`config.mk`:
```
export PLATFORM = sky130hd
export DESIGN_NAME = up_core
export DESIGN_NICKNAME = d
export VERILOG_FILES = /design/src/rtl/up_pkg.sv /design/src/rtl/up_stack.sv /design/src/rtl/up_core.sv
export SDC_FILE = /design/constraint.sdc
export NUM_CORES = 1
export LEC_CHECK = 0
export ABC_CLOCK_PERIOD_IN_PS = 7850
export BUFFER_PORTS_ARGS = -buffer_cell sky130_fd_sc_hd__buf_4
export CORE_ASPECT_RATIO = 0.8
export CORE_MARGIN = 4
export CORE_UTILIZATION = 37
export DETAILED_ROUTE_END_ITERATION = 10
export GPL_ROUTABILITY_DRIVEN = 1
export PLACE_DENSITY_LB_ADDON = 0.15
export SKIP_LAST_GASP = 1
export SLEW_MARGIN = 20
export SYNTH_ARGS = -nofsm -noshare
export SYNTH_HDL_FRONTEND = slang
export SYNTH_SLANG_ARGS = --single-unit
```
`constraint.sdc`:
```
create_clock -name clk_in -period 7.85 [get_ports clk_in]
set_clock_uncertainty 0.05 [all_clocks]
set_input_delay 0.3925 -clock clk_in [delete_from_list [all_inputs] [get_ports clk_in]]
set_output_delay 0.3925 -clock clk_in [all_outputs]
set_load 0.005 [all_outputs]
```
`src/rtl/up_pkg.sv`:
```
// Shared opcode constants and controller state encoding for the up_core
// accumulator sequencer.
package up_pkg;

  typedef enum logic [1:0] {
    ST_FETCH = 2'd0,
    ST_EXEC  = 2'd1,
    ST_HALT  = 2'd2,
    ST_ERROR = 2'd3
  } state_t;

  localparam logic [7:0] OP_NOP  = 8'h00;
  localparam logic [7:0] OP_LDI  = 8'h01;
  localparam logic [7:0] OP_LD   = 8'h02;
  localparam logic [7:0] OP_ST   = 8'h03;
  localparam logic [7:0] OP_ADD  = 8'h04;
  localparam logic [7:0] OP_SUB  = 8'h05;
  localparam logic [7:0] OP_ADDR = 8'h06;
  localparam logic [7:0] OP_AND  = 8'h07;
  localparam logic [7:0] OP_OR   = 8'h08;
  localparam logic [7:0] OP_XOR  = 8'h09;
  localparam logic [7:0] OP_JMP  = 8'h10;
  localparam logic [7:0] OP_JZ   = 8'h11;
  localparam logic [7:0] OP_JNZ  = 8'h12;
  localparam logic [7:0] OP_CALL = 8'h13;
  localparam logic [7:0] OP_RET  = 8'h14;
  localparam logic [7:0] OP_HALT = 8'hFF;

endpackage

```
`src/rtl/up_stack.sv`:
```
// LIFO return-address stack; push and pop are ignored when full or empty
// respectively, so the caller can treat those as fault conditions.
module up_stack #(
  parameter int WIDTH = 8,
  parameter int DEPTH = 4
) (
  input  logic             clk,
  input  logic             rst,
  input  logic             push,
  input  logic             pop,
  input  logic [WIDTH-1:0] data_in,
  output logic             full,
  output logic             empty,
  output logic [WIDTH-1:0] data_out
);

  localparam int AW = (DEPTH > 1) ? $clog2(DEPTH) : 1;

  logic [AW:0]      sp_q;
  logic [AW:0]      top_idx;
  logic [WIDTH-1:0] mem [DEPTH];

  assign full     = (sp_q == (AW+1)'(DEPTH));
  assign empty    = (sp_q == '0);
  assign top_idx  = sp_q - (AW+1)'(1);
  assign data_out = mem[top_idx[AW-1:0]];

  always_ff @(posedge clk or posedge rst) begin
    if (rst) begin
      sp_q <= '0;
    end else if (push && !full) begin
      sp_q <= sp_q + (AW+1)'(1);
    end else if (pop && !empty) begin
      sp_q <= sp_q - (AW+1)'(1);
    end
  end

  // Entries are not reset: only the pointer defines validity.
  always_ff @(posedge clk) begin
    if (push && !full) mem[sp_q[AW-1:0]] <= data_in;
  end

endmodule

```
`src/rtl/up_core.sv`:
```
// Two-cycle accumulator micro-sequencer with register file, ALU and return stack.
//   state | meaning
//   FETCH | present pc on imem_addr
//   EXEC  | decode imem_data, update acc/flags/pc
//   HALT  | stopped by HALT, everything frozen until reset
//   ERROR | stack fault or illegal opcode, frozen until reset
module up_core
  import up_pkg::*;
#(
  parameter int DATA_W      = 16,
  parameter int PC_W        = 8,
  parameter int REG_NUM     = 16,
  parameter int STACK_DEPTH = 4
) (
  input  logic                clk_in,
  input  logic                rst_in,
  output logic [PC_W-1:0]     imem_addr,
  input  logic [8+DATA_W-1:0] imem_data,
  output logic [DATA_W-1:0]   out,
  output logic                zero,
  output logic                carry,
  output logic                halted,
  output logic                error
);

  localparam int RA_W = (REG_NUM > 1) ? $clog2(REG_NUM) : 1;

  state_t            state_q, state_d;
  logic [PC_W-1:0]   pc_q, pc_d, pc_inc;
  logic [DATA_W-1:0] acc_q, acc_d;
  logic              carry_q, carry_d, halted_q, halted_d, error_q, error_d;
  logic [7:0]        opcode;
  logic [DATA_W-1:0] imm, reg_rd;
  logic [DATA_W:0]   sum_imm, diff_imm, sum_reg;
  logic              reg_we, push, pop, stk_full, stk_empty;
  logic [PC_W-1:0]   stk_top;
  logic [DATA_W-1:0] regs [REG_NUM];

  assign opcode    = imem_data[8+DATA_W-1:DATA_W];
  assign imm       = imem_data[DATA_W-1:0];
  assign reg_rd    = regs[imm[RA_W-1:0]];
  assign sum_imm   = {1'b0, acc_q} + {1'b0, imm};
  assign diff_imm  = {1'b0, acc_q} - {1'b0, imm};
  assign sum_reg   = {1'b0, acc_q} + {1'b0, reg_rd};
  assign pc_inc    = pc_q + PC_W'(1);

  assign imem_addr = pc_q;
  assign out       = acc_q;
  assign zero      = (acc_q == '0);
  assign carry     = carry_q;
  assign halted    = halted_q;
  assign error     = error_q;

  up_stack #(.WIDTH(PC_W), .DEPTH(STACK_DEPTH)) u_stack (
    .clk      (clk_in),
    .rst      (rst_in),
    .push     (push),
    .pop      (pop),
    .data_in  (pc_inc),
    .full     (stk_full),
    .empty    (stk_empty),
    .data_out (stk_top)
  );

  always_comb begin
    state_d  = state_q;
    pc_d     = pc_q;
    acc_d    = acc_q;
    carry_d  = carry_q;
    halted_d = halted_q;
    error_d  = error_q;
    reg_we   = 1'b0;
    push     = 1'b0;
    pop      = 1'b0;
    case (state_q)
      ST_FETCH: state_d = ST_EXEC;
      ST_EXEC: begin
        state_d = ST_FETCH;
        pc_d    = pc_inc;
        case (opcode)
          OP_NOP:  ;
          OP_LDI:  acc_d = imm;
          OP_LD:   acc_d = reg_rd;
          OP_ST:   reg_we = 1'b1;
          OP_ADD:  {carry_d, acc_d} = sum_imm;
          OP_SUB:  {carry_d, acc_d} = diff_imm;
          OP_ADDR: {carry_d, acc_d} = sum_reg;
          OP_AND:  acc_d = acc_q & imm;
          OP_OR:   acc_d = acc_q | imm;
          OP_XOR:  acc_d = acc_q ^ imm;
          OP_JMP:  pc_d = imm[PC_W-1:0];
          OP_JZ:   if (zero) pc_d = imm[PC_W-1:0];
          OP_JNZ:  if (!zero) pc_d = imm[PC_W-1:0];
          OP_CALL: begin
            if (stk_full) begin
              pc_d    = pc_q;
              error_d = 1'b1;
              state_d = ST_ERROR;
            end else begin
              push = 1'b1;
              pc_d = imm[PC_W-1:0];
            end
          end
          OP_RET: begin
            if (stk_empty) begin
              pc_d    = pc_q;
              error_d = 1'b1;
              state_d = ST_ERROR;
            end else begin
              pop  = 1'b1;
              pc_d = stk_top;
            end
          end
          OP_HALT: begin
            pc_d     = pc_q;
            halted_d = 1'b1;
            state_d  = ST_HALT;
          end
          default: begin
            pc_d    = pc_q;
            error_d = 1'b1;
            state_d = ST_ERROR;
          end
        endcase
      end
      default: ;
    endcase
  end

  always_ff @(posedge clk_in or posedge rst_in) begin
    if (rst_in) begin
      state_q  <= ST_FETCH;
      pc_q     <= '0;
      acc_q    <= '0;
      carry_q  <= 1'b0;
      halted_q <= 1'b0;
      error_q  <= 1'b0;
    end else begin
      state_q  <= state_d;
      pc_q     <= pc_d;
      acc_q    <= acc_d;
      carry_q  <= carry_d;
      halted_q <= halted_d;
      error_q  <= error_d;
    end
  end

  // Register file survives reset; writes only happen from EXEC.
  always_ff @(posedge clk_in) begin
    if (reg_we) regs[imm[RA_W-1:0]] <= acc_q;
  end

endmodule

```
[Yosys cells after proc, flatten, opt, wreduce, memory -nomap -nowiden]
Memory sizes are Yosys's and may differ from the RTL's.
Cells that the tools add are included.
Operators by class
  reduce and logical (&&, ||, !) cells: 21
  eq/ne operators: 21
  bitwise operators: 4
  $add $sub $neg: 6
  muxes and demuxes: 28
Operators by type and width (count)
  case mux 16 bit (8 select lines): 1
  case mux 8 bit (6 select lines): 1
  equality test 8 x 5 -> 1 bit (second input constant): 5
  adder 16 x 16 -> 17 bit: 2
  equality test 8 x 3 -> 1 bit (second input constant): 4
  two-way mux 8 bit: 4
  subtractor 16 x 16 -> 17 bit: 1
  bitwise AND 16 bit: 1
  equality test 8 x 2 -> 1 bit (second input constant): 2
  equality test 8 x 4 -> 1 bit (second input constant): 2
  zero test 16 bit: 1
  OR 16 bit: 1
  bitwise XOR 16 bit: 1
  two-way mux 1 bit: 14
  OR reduction 14 bit: 1
  OR reduction 13 bit: 1
  OR reduction 10 bit: 1
  adder 8 x 1 -> 8 bit (second input constant): 1
  equality test 8 x 1 -> 1 bit (second input constant): 1
  equality test 8 bit (second input constant): 1
  zero test 8 bit: 1
  case mux 2 bit (4 select lines): 1
  AND reduction 4 bit: 2
  nonzero test 8 bit: 1
  other kinds (19): 29
Word-level totals
  input port bits: 26
  RAM bits: 288
  register bits after elaboration: 32
  memories kept: 2
Memories
  regs: words 16, width 16, read ports 1, clocked after memory_dff 0, write ports 1, RTL line up_core.sv:37  | logic [DATA_W-1:0] regs [REG_NUM];
  u_stack.mem: words 4, width 8, read ports 1, clocked after memory_dff 0, write ports 1, RTL line up_stack.sv:21  | logic [WIDTH-1:0] mem [DEPTH];

[Longest topological paths before layout]
  depth in word-level cells: 7
  depth in mapped cells: 14
  gate-level depth less buffers: 12

[Hierarchy]
From an unflattened synthesis, not the netlist that was laid out.
Unflattened totals
  cells, all modules: 1104
  area total of the unflattened synthesis: 15977.8 µm²
By module, submodules not included
  up_core: times used 1, area an instance 14523.9 µm², sequential area each 8413.1 µm², cells an instance 1030
  up_stack: times used 1, area an instance 1453.9 µm², sequential area each 1036.0 µm², cells an instance 74

[Worst setup path after synthesis]
Ideal clock, no wire load.
  path type: in2reg
  start point: in imem_data[0]
  end point: reg acc_q[11], in the netlist out[11]
  path buffers: 4
  library setup time: 129 ps
  setup slack: 4052 ps
  data required time: 7671 ps
  cell stages on the path: 13
  arrival time: 3619 ps
  path through: buf_6 buf_6 buf_4 mux4_2 mux4_2 ha_1 clkbuf_1 a21oi_1 o21ai_0 a31o_1 or4_4 a221oi_2 a21oi_1
On the way
  longest elaborated chain between the ends: 3
Ends and longest elaborated chain
  from (decl): RTL line up_core.sv:18  | input logic [8+DATA_W-1:0] imem_data,
  memory read (16 x 16 bit)
  adder 16 x 16 -> 17 bit: RTL line up_core.sv:44  | assign sum_reg = {1'b0, acc_q} + {1'b0, reg_rd};
  case mux 16 bit (8 select lines) (*): RTL line up_core.sv:80  | case (opcode)
  to (signal assigned): RTL line up_core.sv:134  | acc_q <= '0;
  to (signal assigned): RTL line up_core.sv:141  | acc_q <= acc_d;
  to (decl): RTL line up_core.sv:30  | logic [DATA_W-1:0] acc_q, acc_d;
Mark *: on every way between the ends. The rest lies on a longest branch, timed or not.
A chain may end at the register's enable or synchronous reset.

[Worst setup path after layout]
  start point: in imem_data[0]
  end point: reg carry_q, in the netlist carry
On the way
  longest elaborated chain between the ends: 3
Ends and longest elaborated chain
  memory read (16 x 16 bit)
  adder 16 x 16 -> 17 bit: RTL line up_core.sv:44
  case mux 1 bit (3 select lines) (*): RTL line up_core.sv:80
  to (signal assigned): RTL line up_core.sv:142  | carry_q <= carry_d;
  to (decl): RTL line up_core.sv:31  | logic carry_q, carry_d, halted_q, halted_d, error_q, error_d;
Marked as above.

==> results_dict.tcl <==
set metrics [dict create \
    clk_pin_slew_ps 70 \
    fin_crit_sh_pct 58.2 \
    dieArea_um2 47600 \
    synthTopCellsByCount "edfxtp_1, mux4_2, nand2_1, nor2_1, ha_1" \
    cp_data_arrival_time_ps 5000 \
    antenna_found_initial 0 \
    drtPass1Iterations 4 \
    via_count 10700 \
    synthTopCellsByArea "edfxtp_1, mux4_2, ha_1" \
    fmax_ghz 0.219 \
    syn_avg_cell_area_um2 13.9 \
    synth_nets 1278 \
    synthesis.area_um2 16300 \
    clk_latency_ps 560 \
    worst_slew_pin_slew_ps 1010 \
    grt_max_degree 48 \
    seq_area_frac_synth_pct 57.8 \
    maxSlewViolCount 0 \
    io_pins 54 \
    synth_edf_count 288 \
    postRouteAntennaNets 0 \
    vias_per_cell 5.89 \
    numCtsBuffers 31 \
    synth_most_common_cell "edfxtp_1" \
    synth_top_area_share_pct 52.9 \
    rrSetupSlack_ps 4060 \
    slew_headroom_pct 32.2 \
    cts_root_buffer "clkbuf_16" \
    hp-start "imem_data[5]" \
    synth_mux_area_share_pct 12.4 \
    required_ps 8280 \
    synth_cells 1178 \
    grt_pass1_wl_mm 69.7 \
    nFillCells 3991 \
    io_buffers 53 \
    reg2reg_to "out[12]" \
    cp-end-kind "flop" \
    die_h_um 196 \
    ir_drop_uv 164 \
    htree_levels 1 \
    area_growth_pct 12.6 \
    cts_setup_buffers 0 \
    antennaDiodeCount 0 \
    power.density_nw_per_um2 197 \
    yosys_warnings 0 \
    synth_top_cell_by_area "edfxtp_1" \
    yosysUniqueCellTypes 81 \
    synth_top_family_by_area "multiplexers" \
    dr.first_iter.drc_count 1105 \
    grt.total_usage_pct 19.2 \
    drive_gt1_share_pct 19.7 \
    total_power_uw 3630 \
    critPathKind "primary input to flop" \
    route.detailed.drc 0 \
    synth_compound_area_share_pct 11.2 \
    hp-class "primary input to flop" \
    synth_fa_ha_area_share_pct 5.80 \
    fin_nets 1332 \
    max-clock-path-buffers 3 \
    finalHoldViolCount 0 \
    synthFlopType "edfxtp_1" \
    synth_simple_gate_area_share_pct 8.24 \
    grt_pass1_vias 10500 \
    start_util_pct 37.7 \
    worstSetupStartpointType "primary input" \
    grt_overflow 0 \
    layout_min_cycle_time_ps 4570 \
    place.gp.congestion 0.896 \
    setup_viol 0 \
    leakagePower_uw 0.00613 \
    cts_tree "yes" \
    rsz0062_at_grt "false" \
    hold_path_depth 3 \
    rr_worst_depth 10 \
    cp_max_fo 43 \
    core_um2 43400 \
    holdPathEnd "imem_addr[5]" \
    synth-xor-area-share_pct 1.29 \
    maxCapViolCount 0 \
    drt_wl_total_mm 46.2 \
    rows 68 \
    reg2reg_from "out[0]" \
    ys_async_sr_fraction_pct 10.0 \
    outcome "finished, final reports clean" \
    synth_seq_cells 320 \
    die_w_um 243 \
    cts_sinks 320 \
    tns_ps 0 \
    wl_per_cell_um 25.4 \
    dp_hpwl_mm 30.8 \
]
-- state kept, by name, summed over array words and instances (netlist names) --
| register | count |
|---|---|
| carry | 1 |
| error | 1 |
| halted | 1 |
| imem_addr | 8 |
| out | 16 |
| regs | 256 |
| state_q | 2 |
| u_stack.mem | 32 |
| u_stack.sp_q | 3 |
-- critical path: stages --
cell       delay (ps)
buf_4             470
buf_4             770
mux4_2            600
mux4_2            500
ha_1              360
nor2b_1           230
o211ai_1          190
a221oi_1          580
nor2_1            160
a2111oi_0         400
nor4_1            100
a32oi_1           210
-- repair_timing --
item / CTS / global route
hold endpoints to repair: 32 / 0
hold buffers: 1 / 0
gates resized for setup: 0 / 0
endpoints found under the setup margin: 0 / 0
-- how the worst max path moves through the flow --
stage	cells after the start	start	slack, ps	end
finish	12	imem_data[0]	3280	carry
global route	12	imem_data[0]	2910	carry
CTS	12	imem_data[0]	3220	carry
detailed placement	12	imem_data[0]	2650	carry
global placement	12	imem_data[0]	2700	carry
floorplan	13	imem_data[0]	4050	out[11]
-- layout by cell type, fill, tap and decap left out, types with 11 or more instances in the layout --
master     Yosys  routed
ha_1          71      71
nor3_1        20      15
a21oi_1       58      58
o211ai_1      14      14
a21o_1        11      11
nor2_2         0      12
clkbuf_16      0      31
mux2i_1       12      12
mux4_2        84      84
nor2_1        72      60
nand3_1       19      19
dfrtp_1       32      32
o21ai_0       48      48
xnor2_1       15      15
a221oi_1      17      17
nand2_1       81      81
inv_1         60      60
a31oi_1       12      12
nand2b_1      11      11
edfxtp_1     288     288
buf_4          2      82
-- metrics by stage --
step                      util [%]  hold WS, ps  instance area, um2  setup slack (ps)  instances
after global placement        40.1          396               17400              2700       1758
after global routing          42.4          187               18400              2910       1816
after detailed placement      40.1          428               17400              2650       1758
after floorplan                  -          401               16300              4050       1178
final                         42.4          162               18400              3280       1816
after CTS                     42.4          133               18400              3220       1816
-- cell families (layout without fill, tap and decap cells) --
kind of cell,Yosys count,count (layout)
flip-flops,320,320
AND/OR/NAND/NOR,275,275
AO/OA/AOI/OAI,265,265
buffers and inverters,123,201
multiplexers,97,97
adder cells (fa/ha/maj),74,74
XOR/XNOR,24,24
-- routing by layer --
| layer | share of wire (%) | wire (um) | global-route usage, % |
|---|---|---|---|
| met3 | 7.1 | 3270 | 3.27 |
| met2 | 44 | 20200 | 28.5 |
| met5 | 0 | 0 | 0 |
| met1 | 48 | 22100 | 30.0 |
| met4 | 1.4 | 626 | 2.97 |
-- report_power, final --
part           internal (uW)  leakage (uW)  total (uW)  switching (uW)
clock network            824      0.000476        1460             637
registers               1840       0.00271        1860            13.3
logic                    120       0.00295         307             186
-- area by class of cell --
cell class	instances	area, um2	share of cell area (%)
sequential	320	9450	51.3
multi-input combinational	735	6420	34.9
clock buffer	36	795	4.32
tap	560	701	3.81
timing repair buffer	83	626	3.40
inverter	61	229	1.24
clock inverter	21	191	1.04
No activity file was read; power rests on OpenSTA's default activity.
